## src/rtl/fsmc_buf_arbiter_if.sv

```systemverilog
// Bundles the FSMC host strobes, the local req/gnt port and the buffer RAM port.
// The slave modport is the arbiter's view; master is the surrounding system.
interface fsmc_buf_arbiter_if #(
  parameter int AW = 9
);
  logic          host_rd;
  logic          host_wr;
  logic          host_idx_wr;
  logic [15:0]   host_wdata;
  logic [15:0]   host_rdata;
  logic          host_rvalid;
  logic [AW-1:0] host_index;
  logic          host_ovr;

  logic          loc_req;
  logic          loc_we;
  logic [AW-1:0] loc_addr;
  logic [15:0]   loc_wdata;
  logic          loc_gnt;
  logic [15:0]   loc_rdata;
  logic          loc_rvalid;

  logic          ram_en;
  logic          ram_we;
  logic [AW-1:0] ram_addr;
  logic [15:0]   ram_wdata;
  logic [15:0]   ram_rdata;

  modport slave (
    input  host_rd, host_wr, host_idx_wr, host_wdata,
    output host_rdata, host_rvalid, host_index, host_ovr,
    input  loc_req, loc_we, loc_addr, loc_wdata,
    output loc_gnt, loc_rdata, loc_rvalid,
    output ram_en, ram_we, ram_addr, ram_wdata,
    input  ram_rdata
  );

  modport master (
    output host_rd, host_wr, host_idx_wr, host_wdata,
    input  host_rdata, host_rvalid, host_index, host_ovr,
    output loc_req, loc_we, loc_addr, loc_wdata,
    input  loc_gnt, loc_rdata, loc_rvalid,
    input  ram_en, ram_we, ram_addr, ram_wdata,
    output ram_rdata
  );
endinterface

```

## src/rtl/fsmc_buf_arbiter.sv

```systemverilog
// Single-port buffer RAM arbiter: FSMC host (auto-increment index) has priority over one local requester.
// Define FSMC_STARVE_GUARD_EN to add the local-starvation guard (forced local slot plus 1-deep host pend slot).
module fsmc_buf_arbiter #(
  parameter int DEPTH    = 512,
  parameter int AW       = 9,
  parameter int MAX_WAIT = 7
) (
  input  logic                clk,
  input  logic                reset,
  fsmc_buf_arbiter_if.slave   bus
);

  typedef enum logic [1:0] {OP_NONE, OP_RD, OP_WR, OP_IDX} op_e;
  typedef enum logic [1:0] {TAG_NONE, TAG_HOST, TAG_LOC}    tag_e;

  if (DEPTH != (1 << AW) || MAX_WAIT < 1) begin : g_param_check
    $error("fsmc_buf_arbiter: DEPTH must be 2**AW and MAX_WAIT must be at least 1");
  end

  op_e           new_op, exec_op;
  logic          strobe_clash;
  logic [15:0]   exec_data;
  logic          loc_gnt_c;
  logic          ram_en_c, ram_we_c;
  logic [AW-1:0] ram_addr_c;
  logic [15:0]   ram_wdata_c;
  logic [AW-1:0] index_inc;

  logic [AW-1:0] index_q, index_d;
  logic [15:0]   host_rdata_q, host_rdata_d;
  logic          host_rvalid_q, host_rvalid_d;
  logic          host_ovr_q, host_ovr_d;
  logic [15:0]   loc_rdata_q, loc_rdata_d;
  tag_e          rd_tag_q, rd_tag_d;

`ifdef FSMC_STARVE_GUARD_EN
  typedef enum logic {ST_RUN, ST_FORCE} state_e;
  localparam int WCW = $clog2(MAX_WAIT + 1);

  state_e        state_q, state_d;
  logic [WCW-1:0] wait_cnt_q, wait_cnt_d;
  logic          pend_vld_q, pend_vld_d;
  op_e           pend_op_q, pend_op_d;
  logic [15:0]   pend_data_q, pend_data_d;
`endif

  // Index load beats rd/wr, and wr beats rd; any loser is a dropped strobe.
  always_comb begin
    new_op       = OP_NONE;
    strobe_clash = 1'b0;
    if (bus.host_idx_wr) begin
      new_op       = OP_IDX;
      strobe_clash = bus.host_rd | bus.host_wr;
    end else if (bus.host_wr) begin
      new_op       = OP_WR;
      strobe_clash = bus.host_rd;
    end else if (bus.host_rd) begin
      new_op       = OP_RD;
    end
  end

  assign index_inc = (index_q == AW'(DEPTH - 1)) ? '0 : index_q + 1'b1;

  always_comb begin
    // NOTE: every signal written here gets a default first, so no path leaves it unassigned and no latch is inferred.
    exec_op    = OP_NONE;
    exec_data  = bus.host_wdata;
    loc_gnt_c  = 1'b0;
    host_ovr_d = host_ovr_q | strobe_clash;

`ifdef FSMC_STARVE_GUARD_EN
    state_d     = ST_RUN;
    wait_cnt_d  = wait_cnt_q;
    pend_vld_d  = pend_vld_q;
    pend_op_d   = pend_op_q;
    pend_data_d = pend_data_q;

    if (state_q == ST_FORCE) begin
      // Forced local slot: the host op is parked, or lost if the park slot is still occupied.
      loc_gnt_c = bus.loc_req;
      if (new_op != OP_NONE) begin
        if (pend_vld_q) begin
          host_ovr_d = 1'b1;
        end else begin
          pend_vld_d  = 1'b1;
          pend_op_d   = new_op;
          pend_data_d = bus.host_wdata;
        end
      end
    end else begin
      if (pend_vld_q) begin
        exec_op     = pend_op_q;
        exec_data   = pend_data_q;
        pend_vld_d  = (new_op != OP_NONE);
        pend_op_d   = new_op;
        pend_data_d = bus.host_wdata;
      end else begin
        exec_op = new_op;
      end
      loc_gnt_c = bus.loc_req && !(exec_op inside {OP_RD, OP_WR});
    end

    if (loc_gnt_c) begin
      wait_cnt_d = '0;
    end else if (bus.loc_req && wait_cnt_q != WCW'(MAX_WAIT)) begin
      wait_cnt_d = wait_cnt_q + 1'b1;
    end
    if (state_q == ST_RUN && !loc_gnt_c && wait_cnt_d == WCW'(MAX_WAIT)) begin
      state_d = ST_FORCE;
    end
`else
    exec_op   = new_op;
    loc_gnt_c = bus.loc_req && !(exec_op inside {OP_RD, OP_WR});
`endif

    if (reset) begin
      loc_gnt_c = 1'b0;
    end

    index_d  = index_q;
    rd_tag_d = TAG_NONE;
    case (exec_op)
      OP_IDX:  index_d = exec_data[AW-1:0];
      OP_RD: begin
        index_d  = index_inc;
        rd_tag_d = TAG_HOST;
      end
      OP_WR:   index_d = index_inc;
      default: ;
    endcase
    if (loc_gnt_c && !bus.loc_we) begin
      rd_tag_d = TAG_LOC;
    end

    // Data of a read issued last cycle is on ram_rdata now; route it to its owner.
    host_rvalid_d = (rd_tag_q == TAG_HOST);
    host_rdata_d  = (rd_tag_q == TAG_HOST) ? bus.ram_rdata : host_rdata_q;
    loc_rdata_d   = (rd_tag_q == TAG_LOC)  ? bus.ram_rdata : loc_rdata_q;

    ram_en_c    = 1'b0;
    ram_we_c    = 1'b0;
    ram_addr_c  = '0;
    ram_wdata_c = '0;
    if (exec_op inside {OP_RD, OP_WR}) begin
      ram_en_c    = 1'b1;
      ram_we_c    = (exec_op == OP_WR);
      ram_addr_c  = index_q;
      ram_wdata_c = exec_data;
    end else if (loc_gnt_c) begin
      ram_en_c    = 1'b1;
      ram_we_c    = bus.loc_we;
      ram_addr_c  = bus.loc_addr;
      ram_wdata_c = bus.loc_wdata;
    end
    if (reset) begin
      ram_en_c = 1'b0;
      ram_we_c = 1'b0;
    end
  end

  always_ff @(posedge clk) begin
    // NOTE: state updates use non-blocking assignments so every flop samples the pre-edge values.
    if (reset) begin
      index_q       <= '0;
      host_rdata_q  <= '0;
      host_rvalid_q <= 1'b0;
      host_ovr_q    <= 1'b0;
      loc_rdata_q   <= '0;
      rd_tag_q      <= TAG_NONE;
`ifdef FSMC_STARVE_GUARD_EN
      state_q       <= ST_RUN;
      wait_cnt_q    <= '0;
      pend_vld_q    <= 1'b0;
      pend_op_q     <= OP_NONE;
      pend_data_q   <= '0;
`endif
    end else begin
      index_q       <= index_d;
      host_rdata_q  <= host_rdata_d;
      host_rvalid_q <= host_rvalid_d;
      host_ovr_q    <= host_ovr_d;
      loc_rdata_q   <= loc_rdata_d;
      rd_tag_q      <= rd_tag_d;
`ifdef FSMC_STARVE_GUARD_EN
      state_q       <= state_d;
      wait_cnt_q    <= wait_cnt_d;
      pend_vld_q    <= pend_vld_d;
      pend_op_q     <= pend_op_d;
      pend_data_q   <= pend_data_d;
`endif
    end
  end

  logic loc_rvalid_c;
  assign loc_rvalid_c = (rd_tag_q == TAG_LOC) && !reset;

  assign bus.host_rdata  = host_rdata_q;
  assign bus.host_rvalid = host_rvalid_q;
  assign bus.host_index  = index_q;
  assign bus.host_ovr    = host_ovr_q;
  assign bus.loc_gnt     = loc_gnt_c;
  assign bus.loc_rvalid  = loc_rvalid_c;
  assign bus.loc_rdata   = loc_rvalid_c ? bus.ram_rdata : loc_rdata_q;
  assign bus.ram_en      = ram_en_c;
  assign bus.ram_we      = ram_we_c;
  assign bus.ram_addr    = ram_addr_c;
  assign bus.ram_wdata   = ram_wdata_c;

endmodule

```

## src/flat_wrapper.sv

```systemverilog
// flat-port wrapper written by rule: the top's interface ports become plain ports
module fsmc_buf_arbiter_flat 
#(
  parameter int DEPTH    = 512,
  parameter int AW       = 9,
  parameter int MAX_WAIT = 7
)
  (clk, reset, bus_host_rd, bus_host_wr, bus_host_idx_wr, bus_host_wdata, bus_host_rdata, bus_host_rvalid, bus_host_index, bus_host_ovr, bus_loc_req, bus_loc_we, bus_loc_addr, bus_loc_wdata, bus_loc_gnt, bus_loc_rdata, bus_loc_rvalid, bus_ram_en, bus_ram_we, bus_ram_addr, bus_ram_wdata, bus_ram_rdata);
  fsmc_buf_arbiter_if #(.AW(AW)) bus_i ();
  input  logic clk;
  input  logic reset;
  input wire logic [$bits(bus_i.host_rd)-1:0] bus_host_rd;
  input wire logic [$bits(bus_i.host_wr)-1:0] bus_host_wr;
  input wire logic [$bits(bus_i.host_idx_wr)-1:0] bus_host_idx_wr;
  input wire logic [$bits(bus_i.host_wdata)-1:0] bus_host_wdata;
  output wire logic [$bits(bus_i.host_rdata)-1:0] bus_host_rdata;
  output wire logic [$bits(bus_i.host_rvalid)-1:0] bus_host_rvalid;
  output wire logic [$bits(bus_i.host_index)-1:0] bus_host_index;
  output wire logic [$bits(bus_i.host_ovr)-1:0] bus_host_ovr;
  input wire logic [$bits(bus_i.loc_req)-1:0] bus_loc_req;
  input wire logic [$bits(bus_i.loc_we)-1:0] bus_loc_we;
  input wire logic [$bits(bus_i.loc_addr)-1:0] bus_loc_addr;
  input wire logic [$bits(bus_i.loc_wdata)-1:0] bus_loc_wdata;
  output wire logic [$bits(bus_i.loc_gnt)-1:0] bus_loc_gnt;
  output wire logic [$bits(bus_i.loc_rdata)-1:0] bus_loc_rdata;
  output wire logic [$bits(bus_i.loc_rvalid)-1:0] bus_loc_rvalid;
  output wire logic [$bits(bus_i.ram_en)-1:0] bus_ram_en;
  output wire logic [$bits(bus_i.ram_we)-1:0] bus_ram_we;
  output wire logic [$bits(bus_i.ram_addr)-1:0] bus_ram_addr;
  output wire logic [$bits(bus_i.ram_wdata)-1:0] bus_ram_wdata;
  input wire logic [$bits(bus_i.ram_rdata)-1:0] bus_ram_rdata;
  assign bus_i.host_rd = bus_host_rd;
  assign bus_i.host_wr = bus_host_wr;
  assign bus_i.host_idx_wr = bus_host_idx_wr;
  assign bus_i.host_wdata = bus_host_wdata;
  assign bus_host_rdata = bus_i.host_rdata;
  assign bus_host_rvalid = bus_i.host_rvalid;
  assign bus_host_index = bus_i.host_index;
  assign bus_host_ovr = bus_i.host_ovr;
  assign bus_i.loc_req = bus_loc_req;
  assign bus_i.loc_we = bus_loc_we;
  assign bus_i.loc_addr = bus_loc_addr;
  assign bus_i.loc_wdata = bus_loc_wdata;
  assign bus_loc_gnt = bus_i.loc_gnt;
  assign bus_loc_rdata = bus_i.loc_rdata;
  assign bus_loc_rvalid = bus_i.loc_rvalid;
  assign bus_ram_en = bus_i.ram_en;
  assign bus_ram_we = bus_i.ram_we;
  assign bus_ram_addr = bus_i.ram_addr;
  assign bus_ram_wdata = bus_i.ram_wdata;
  assign bus_i.ram_rdata = bus_ram_rdata;
  fsmc_buf_arbiter #(.DEPTH(DEPTH), .AW(AW), .MAX_WAIT(MAX_WAIT)) u_core (.clk(clk), .reset(reset), .bus(bus_i));
endmodule
```

## config.mk

```make
export PLATFORM = sky130hd
export DESIGN_NAME = fsmc_buf_arbiter_flat
export DESIGN_NICKNAME = d
export VERILOG_FILES = /design/src/rtl/fsmc_buf_arbiter_if.sv /design/src/rtl/fsmc_buf_arbiter.sv /design/src/flat_wrapper.sv
export SDC_FILE = /design/constraint.sdc
export NUM_CORES = 1
export LEC_CHECK = 0
export CORE_AREA = 3 3 82 84
export CTS_BUF_LIST = sky130_fd_sc_hd__clkbuf_4 sky130_fd_sc_hd__clkbuf_8
export CTS_CLUSTER_SIZE = 24
export DETAILED_ROUTE_END_ITERATION = 7
export DIE_AREA = 0 0 85 87
export PLACE_DENSITY = 0.79
export SLEW_MARGIN = 20
export SYNTH_ARGS = -nofsm -noshare
export SYNTH_HDL_FRONTEND = slang
export SYNTH_SLANG_ARGS = --single-unit
```

## constraint.sdc

```tcl
create_clock -name clk -period 2 [get_ports clk]
set_input_delay 0.3 -clock clk [delete_from_list [all_inputs] [get_ports clk]]
set_output_delay 0.3 -clock clk [all_outputs]
set_load 0.02 [all_outputs]
```

* Word-level counts from Yosys, hierarchy flattened *
Index checks and enable logic that the tools add are counted.

cells by class
  bitwise gates (word level) = 2
  multiplexer cells = 21
  $mul = 0
  shift-type cells = 0
  divide/modulo/power cells = 0
  eq/ne operators = 6
  reduce and logical (&&, ||, !) cells = 10
  add/sub/neg operators = 1
  order comparisons = 0

operator list
  operator                                                               number
  16-bit two-way mux                                                     3
  9-bit two-way mux                                                      3
  9-bit one-hot mux with 2 select lines                                  1
  1-bit two-way mux                                                      11
  9-bit by 1-bit adder with 9-bit output, second input constant          1
  9-bit equality test, second input constant                             1
  2-bit equality test, second input constant                             3
  2-bit two-way mux                                                      3
  2-bit by 1-bit equality test with 1-bit output, second input constant  2
  2-bit nonzero test                                                     2
  2-bit OR reduction                                                     2
  1-bit logical AND                                                      3
  1-bit zero test                                                        3
  1-bit bitwise OR                                                       2

word-level totals
  register bits after elaboration = 45
  output and inout bits = 72
  memory bits (writable) = 0
  latch bits = 0
  word-level logic and storage cells = 47
  memories kept = 0
  ROM bits = 0

* Longest topological paths before layout *
  depth in word-level cells = 11
  depth in mapped cells = 8
  mapped depth without buffers = 7

* Least setup slack after synthesis *
No wires, ideal clock.

  path kind = input -> output
  start point = in bus_host_wr
  end point = out bus_ram_we
  required time = 1.700 ns
  arrival = 1.929 ns
  setup slack = -0.229 ns
  cell stages on the path = 5
  path buffers = 1
  path through = or2_2 -> ha_1 -> buf_2 -> a21oi_1 -> nor2b_1

on the way
  longest elaborated chain between the ends = 10

ends and longest elaborated chain
  item                                                                                          line                                                                       RTL
  start: declaration                                                                            flat_wrapper.sv:13                                                         input wire logic [$bits(bus_i.host_wr)-1:0] bus_host_wr;
  2-bit two-way mux (*)                                                                         fsmc_buf_arbiter.sv:54                                                     end else if (bus.host_wr) begin
  2-bit two-way mux (*)                                                                         fsmc_buf_arbiter.sv:51                                                     if (bus.host_idx_wr) begin
  2-bit by 1-bit equality test with 1-bit output / 2-bit equality test (equally long branches)  fsmc_buf_arbiter.sv:113, fsmc_buf_arbiter.sv:144, fsmc_buf_arbiter.sv:146
  2-bit nonzero test                                                                            fsmc_buf_arbiter.sv:113, fsmc_buf_arbiter.sv:144
  1-bit zero test                                                                               fsmc_buf_arbiter.sv:113                                                    loc_gnt_c = bus.loc_req && !(exec_op inside {OP_RD, OP_WR});
  1-bit logical AND                                                                             fsmc_buf_arbiter.sv:113
  1-bit two-way mux                                                                             fsmc_buf_arbiter.sv:116                                                    if (reset) begin
  1-bit two-way mux                                                                             fsmc_buf_arbiter.sv:149                                                    end else if (loc_gnt_c) begin
  1-bit two-way mux (*)                                                                         fsmc_buf_arbiter.sv:144                                                    if (exec_op inside {OP_RD, OP_WR}) begin
  1-bit two-way mux (*)                                                                         fsmc_buf_arbiter.sv:155                                                    if (reset) begin
  end: declaration                                                                              flat_wrapper.sv:28                                                         output wire logic [$bits(bus_i.ram_we)-1:0] bus_ram_we;

Every way passes the cells marked *; elsewhere a longest branch is shown, timed or not.

* Final worst setup path *
  start point = in bus_host_wr
  end point = out bus_ram_wdata[3]

on the way
  longest elaborated chain between the ends = 9

ends and longest elaborated chain
  item                                                                                          line                                              RTL
  2-bit two-way mux (*)                                                                         fsmc_buf_arbiter.sv:54
  2-bit two-way mux (*)                                                                         fsmc_buf_arbiter.sv:51
  2-bit by 1-bit equality test with 1-bit output / 2-bit equality test (equally long branches)  fsmc_buf_arbiter.sv:113, fsmc_buf_arbiter.sv:144
  2-bit nonzero test (*)                                                                        fsmc_buf_arbiter.sv:113, fsmc_buf_arbiter.sv:144
  1-bit zero test                                                                               fsmc_buf_arbiter.sv:113
  1-bit logical AND                                                                             fsmc_buf_arbiter.sv:113
  1-bit two-way mux                                                                             fsmc_buf_arbiter.sv:116
  16-bit two-way mux                                                                            fsmc_buf_arbiter.sv:149
  16-bit two-way mux (*)                                                                        fsmc_buf_arbiter.sv:144
  end: declaration                                                                              flat_wrapper.sv:30                                output wire logic [$bits(bus_i.ram_wdata)-1:0] bus_ram_wdata;

Marks and branches as above.

==> impl_metrics.json <==
{
  "period_needed_ns": 2.03,
  "violations": "setup timing",
  "path_clk_slew_ns": 0.09,
  "start_kind": "primary input",
  "fin_cells": 535,
  "grt_max_degree": 25,
  "yosysUniqueCellTypes": 40,
  "placed_area_sq_mm": 0.00407,
  "io_pins": 136,
  "core_area_sq_mm": 0.00599,
  "grt_remaining_overflow": 0,
  "grt_use_met1": 0.289,
  "synth_edf_count": 0,
  "worstSetupPathType": "in -> out",
  "antenna_found_initial": 0,
  "fin_tns_setup_ns": -0.0882,
  "drt-initial-drc-count": 146,
  "synth-async-reset-ratio": 0,
  "leakage_nw": 1.92,
  "synthCells": 296,
  "final_antenna_net_count": 0,
  "max_freq_ghz": 0.493,
  "viasPerCell": 5.21,
  "gp_congestion": 0.901,
  "outcome": "complete, but fails checks",
  "combPwrFrac": 0.347,
  "sw_frac_of_total": 0.307,
  "rows": 28,
  "min_path_type": "in -> reg",
  "cts_buffers": 5,
  "die_w_um": 85,
  "nNetsFinal": 528,
  "fin_area_sq_mm": 0.00438,
  "firstDrtPassIters": 4,
  "dp.cells": 517,
  "met2_usage": 0.385,
  "setup_slack_ns": -0.0284,
  "area_growth_pct": 82.6,
  "maxSlewHeadroom": 0.765,
  "finalCritPeriodShare": 1.01,
  "powerDensity_mw_per_mm2": 580,
  "synth_nets": 365,
  "ys_seq_area_frac": 0.375,
  "dieArea_sq_mm": 0.00740,
  "netSwitchingPower_mw": 0.781,
  "grt_setup_unrepaired": "true",
  "ctsHoldBuffers": 0,
  "clk_latency_ns": 0.29,
  "grt_util_all_layers": 0.223,
  "cts_tree": "built",
  "p_seq_frac": 0.379,
  "max_cap_violations": 0,
  "clkSinkCount": 45,
  "dieHeight_um": 87,
  "fillers": 458,
  "critPathMaxFanout": 7,
  "clock_path_buffers": 2,
  "clkPwrFrac": 0.274,
  "top_usage_layer": "met2",
  "diodes": 0,
  "layout-drive-gt1-share": 0.348,
  "tightest_slew_ns": 0.352,
  "htreeDepth": 2,
  "grt_pass1_wl_mm": 13.3,
  "drt_wl_total_mm": 8.79,
  "hold_viol_final": 0,
  "worstRegToRegCells": 7,
  "vias": 2789,
  "final_core_util": 0.732,
  "slew_violations": 0,
  "setup_viol": 7,
  "yosysWarnings": 0,
  "grt.met3_usage": 0.0350,
  "syn_area_per_cell_sq_um": 8.11,
  "clock-skew-final_ns": 0.00713,
  "worst_ep_arrival_time_ns": 1.73,
  "end_kind": "output pin",
  "initial_utilization": 0.401,
  "hold_depth": 4,
  "peakVddDrop_v": 0.000385,
  "ys.flop_type": "dfxtp_1",
  "required_ns": 1.70,
  "netlist_area_sq_mm": 0.00240,
  "wl_per_cell_um": 16.4,
  "p_int_mw": 1.76,
  "numPortBuffers": 135,
  "ys_ff_latch": 45,
  "place_hpwl_mm": 6.15,
  "first_global_vias": 2673,
  "clockRootBuffer": "clkbuf_8",
  "drc": 0
}
## cells in the final DEF (no fill, tap or decap), types with 4 or more instances in the layout
| master | instances |
|---|---|
| nand2_1 | 41 |
| a22o_1 | 16 |
| nand3_1 | 4 |
| a211oi_1 | 4 |
| buf_4 | 40 |
| inv_1 | 30 |
| buf_2 | 9 |
| dfxtp_1 | 45 |
| buf_6 | 20 |
| nand2_4 | 7 |
| nand2_2 | 12 |
| clkbuf_2 | 12 |
| clkbuf_8 | 5 |
| a21oi_1 | 23 |
| o21ai_1 | 7 |
| clkdlybuf4s50_1 | 86 |
| o21ai_2 | 16 |
| mux2_4 | 13 |
## critical path, cell delays in order
cell,delay (ns)
buf_6,0.10
or2_4,0.25
ha_4,0.26
and3b_2,0.24
buf_6,0.15
buf_16,0.14
nand2_2,0.04
o21ai_1,0.08
buf_4,0.16
## layout make-up
| cell class | count | area, sq um | area share |
|---|---|---|---|
| timing repair buffer | 177 | 1690 | 0.384 |
| multi-input combinational | 199 | 1470 | 0.336 |
| sequential | 45 | 901 | 0.205 |
| inverter | 31 | 116 | 0.0265 |
| tap | 75 | 93.8 | 0.0214 |
| clock buffer | 5 | 68.8 | 0.0157 |
| clock inverter | 3 | 46.3 | 0.0106 |
## timing repair
| action | 4_1_cts | 5_1_grt |
|---|---|---|
| setup endpoints to repair | 53 | 52 |
| cloned | 4 | 0 |
| buffers inserted | 6 | 3 |
| pin swaps | 8 | 14 |
| endpoints found under the hold margin | 0 | 0 |
| gates resized for setup | 217 | 79 |
## routing by layer
layer / part of all wire / routed length, um
met2: 0.53 / 4680
met3: 0.049 / 428
met1: 0.41 / 3570
met4: 0.012 / 105
met5: 0 / 0
## worst paths after layout
check                                    startpoint                                     end  slack, ns
max                                     bus_host_wr                        bus_ram_wdata[3]      -0.03
min                                 bus_host_idx_wr          u_core.bus.host_ovr$_SDFF_PP0_       0.35
max reg2reg   u_core.bus.host_index[0]$_SDFFE_PP0P_   u_core.bus.host_index[7]$_SDFFE_PP0P_       0.09
min reg2reg  u_core.bus.host_rdata[13]$_SDFFE_PP0P_  u_core.bus.host_rdata[13]$_SDFFE_PP0P_       0.46
## stage by stage
stage | power [mW] | hold WS [ns] | worst slack (ns)
2_1_floorplan | 1.34 | 0.383 | -0.0910
3_3_place_gp | 1.78 | 0.445 | -0.843
3_5_place_dp | 1.79 | 0.446 | -0.919
4_1_cts | 2.50 | 0.342 | -0.0542
5_1_grt | 2.65 | 0.390 | -0.0621
6_report | 2.54 | 0.355 | -0.0284
## sequential cells by signal, indices dropped and copies added, names as in the netlist
register	cells
u_core.bus.host_rdata	16
u_core.loc_rdata_q	16
u_core.bus.host_index	9
u_core.rd_tag_q	2
u_core.bus.host_ovr	1
u_core.bus.host_rvalid	1
## cells in the mapped netlist, types with 3 or more instances
| master | n | area share |
|---|---|---|
| a21oi_1 | 25 | 0.052 |
| nor2_1 | 4 | 0.0063 |
| mux2_2 | 3 | 0.014 |
| nand2_1 | 60 | 0.094 |
| nor2b_1 | 4 | 0.010 |
| mux2_4 | 13 | 0.081 |
| nand3_1 | 4 | 0.0083 |
| dfxtp_1 | 45 | 0.38 |
| a211oi_1 | 4 | 0.013 |
| buf_2 | 11 | 0.023 |
| o21ai_0 | 26 | 0.054 |
| nor3_1 | 3 | 0.0063 |
| clkbuf_1 | 7 | 0.011 |
| ha_1 | 5 | 0.026 |
| inv_1 | 30 | 0.047 |
| buf_6 | 3 | 0.014 |
| a22o_1 | 16 | 0.058 |
## power by group through the flow
stage,Clock (mW),Sequential [mW],Combinational (mW)
final,0.696,0.964,0.882
after global routing,0.746,0.971,0.935
after CTS,0.708,0.963,0.831
after detailed placement,0,0.984,0.808
after global placement,0,0.982,0.796
after floorplan,0,1.02,0.319
## cell families (layout without fill, tap and decap cells)
group / count (synthesis) / count (layout) / synth area share
flops: 45 / 45 / 0.375
fa+ha+maj: 5 / 5 / 0.0261
compound gates: 87 / 87 / 0.233
mux: 17 / 17 / 0.0995
buf+inv: 52 / 216 / 0.0964
simple gates: 90 / 90 / 0.170
No activity file was read; power rests on OpenSTA's default activity.
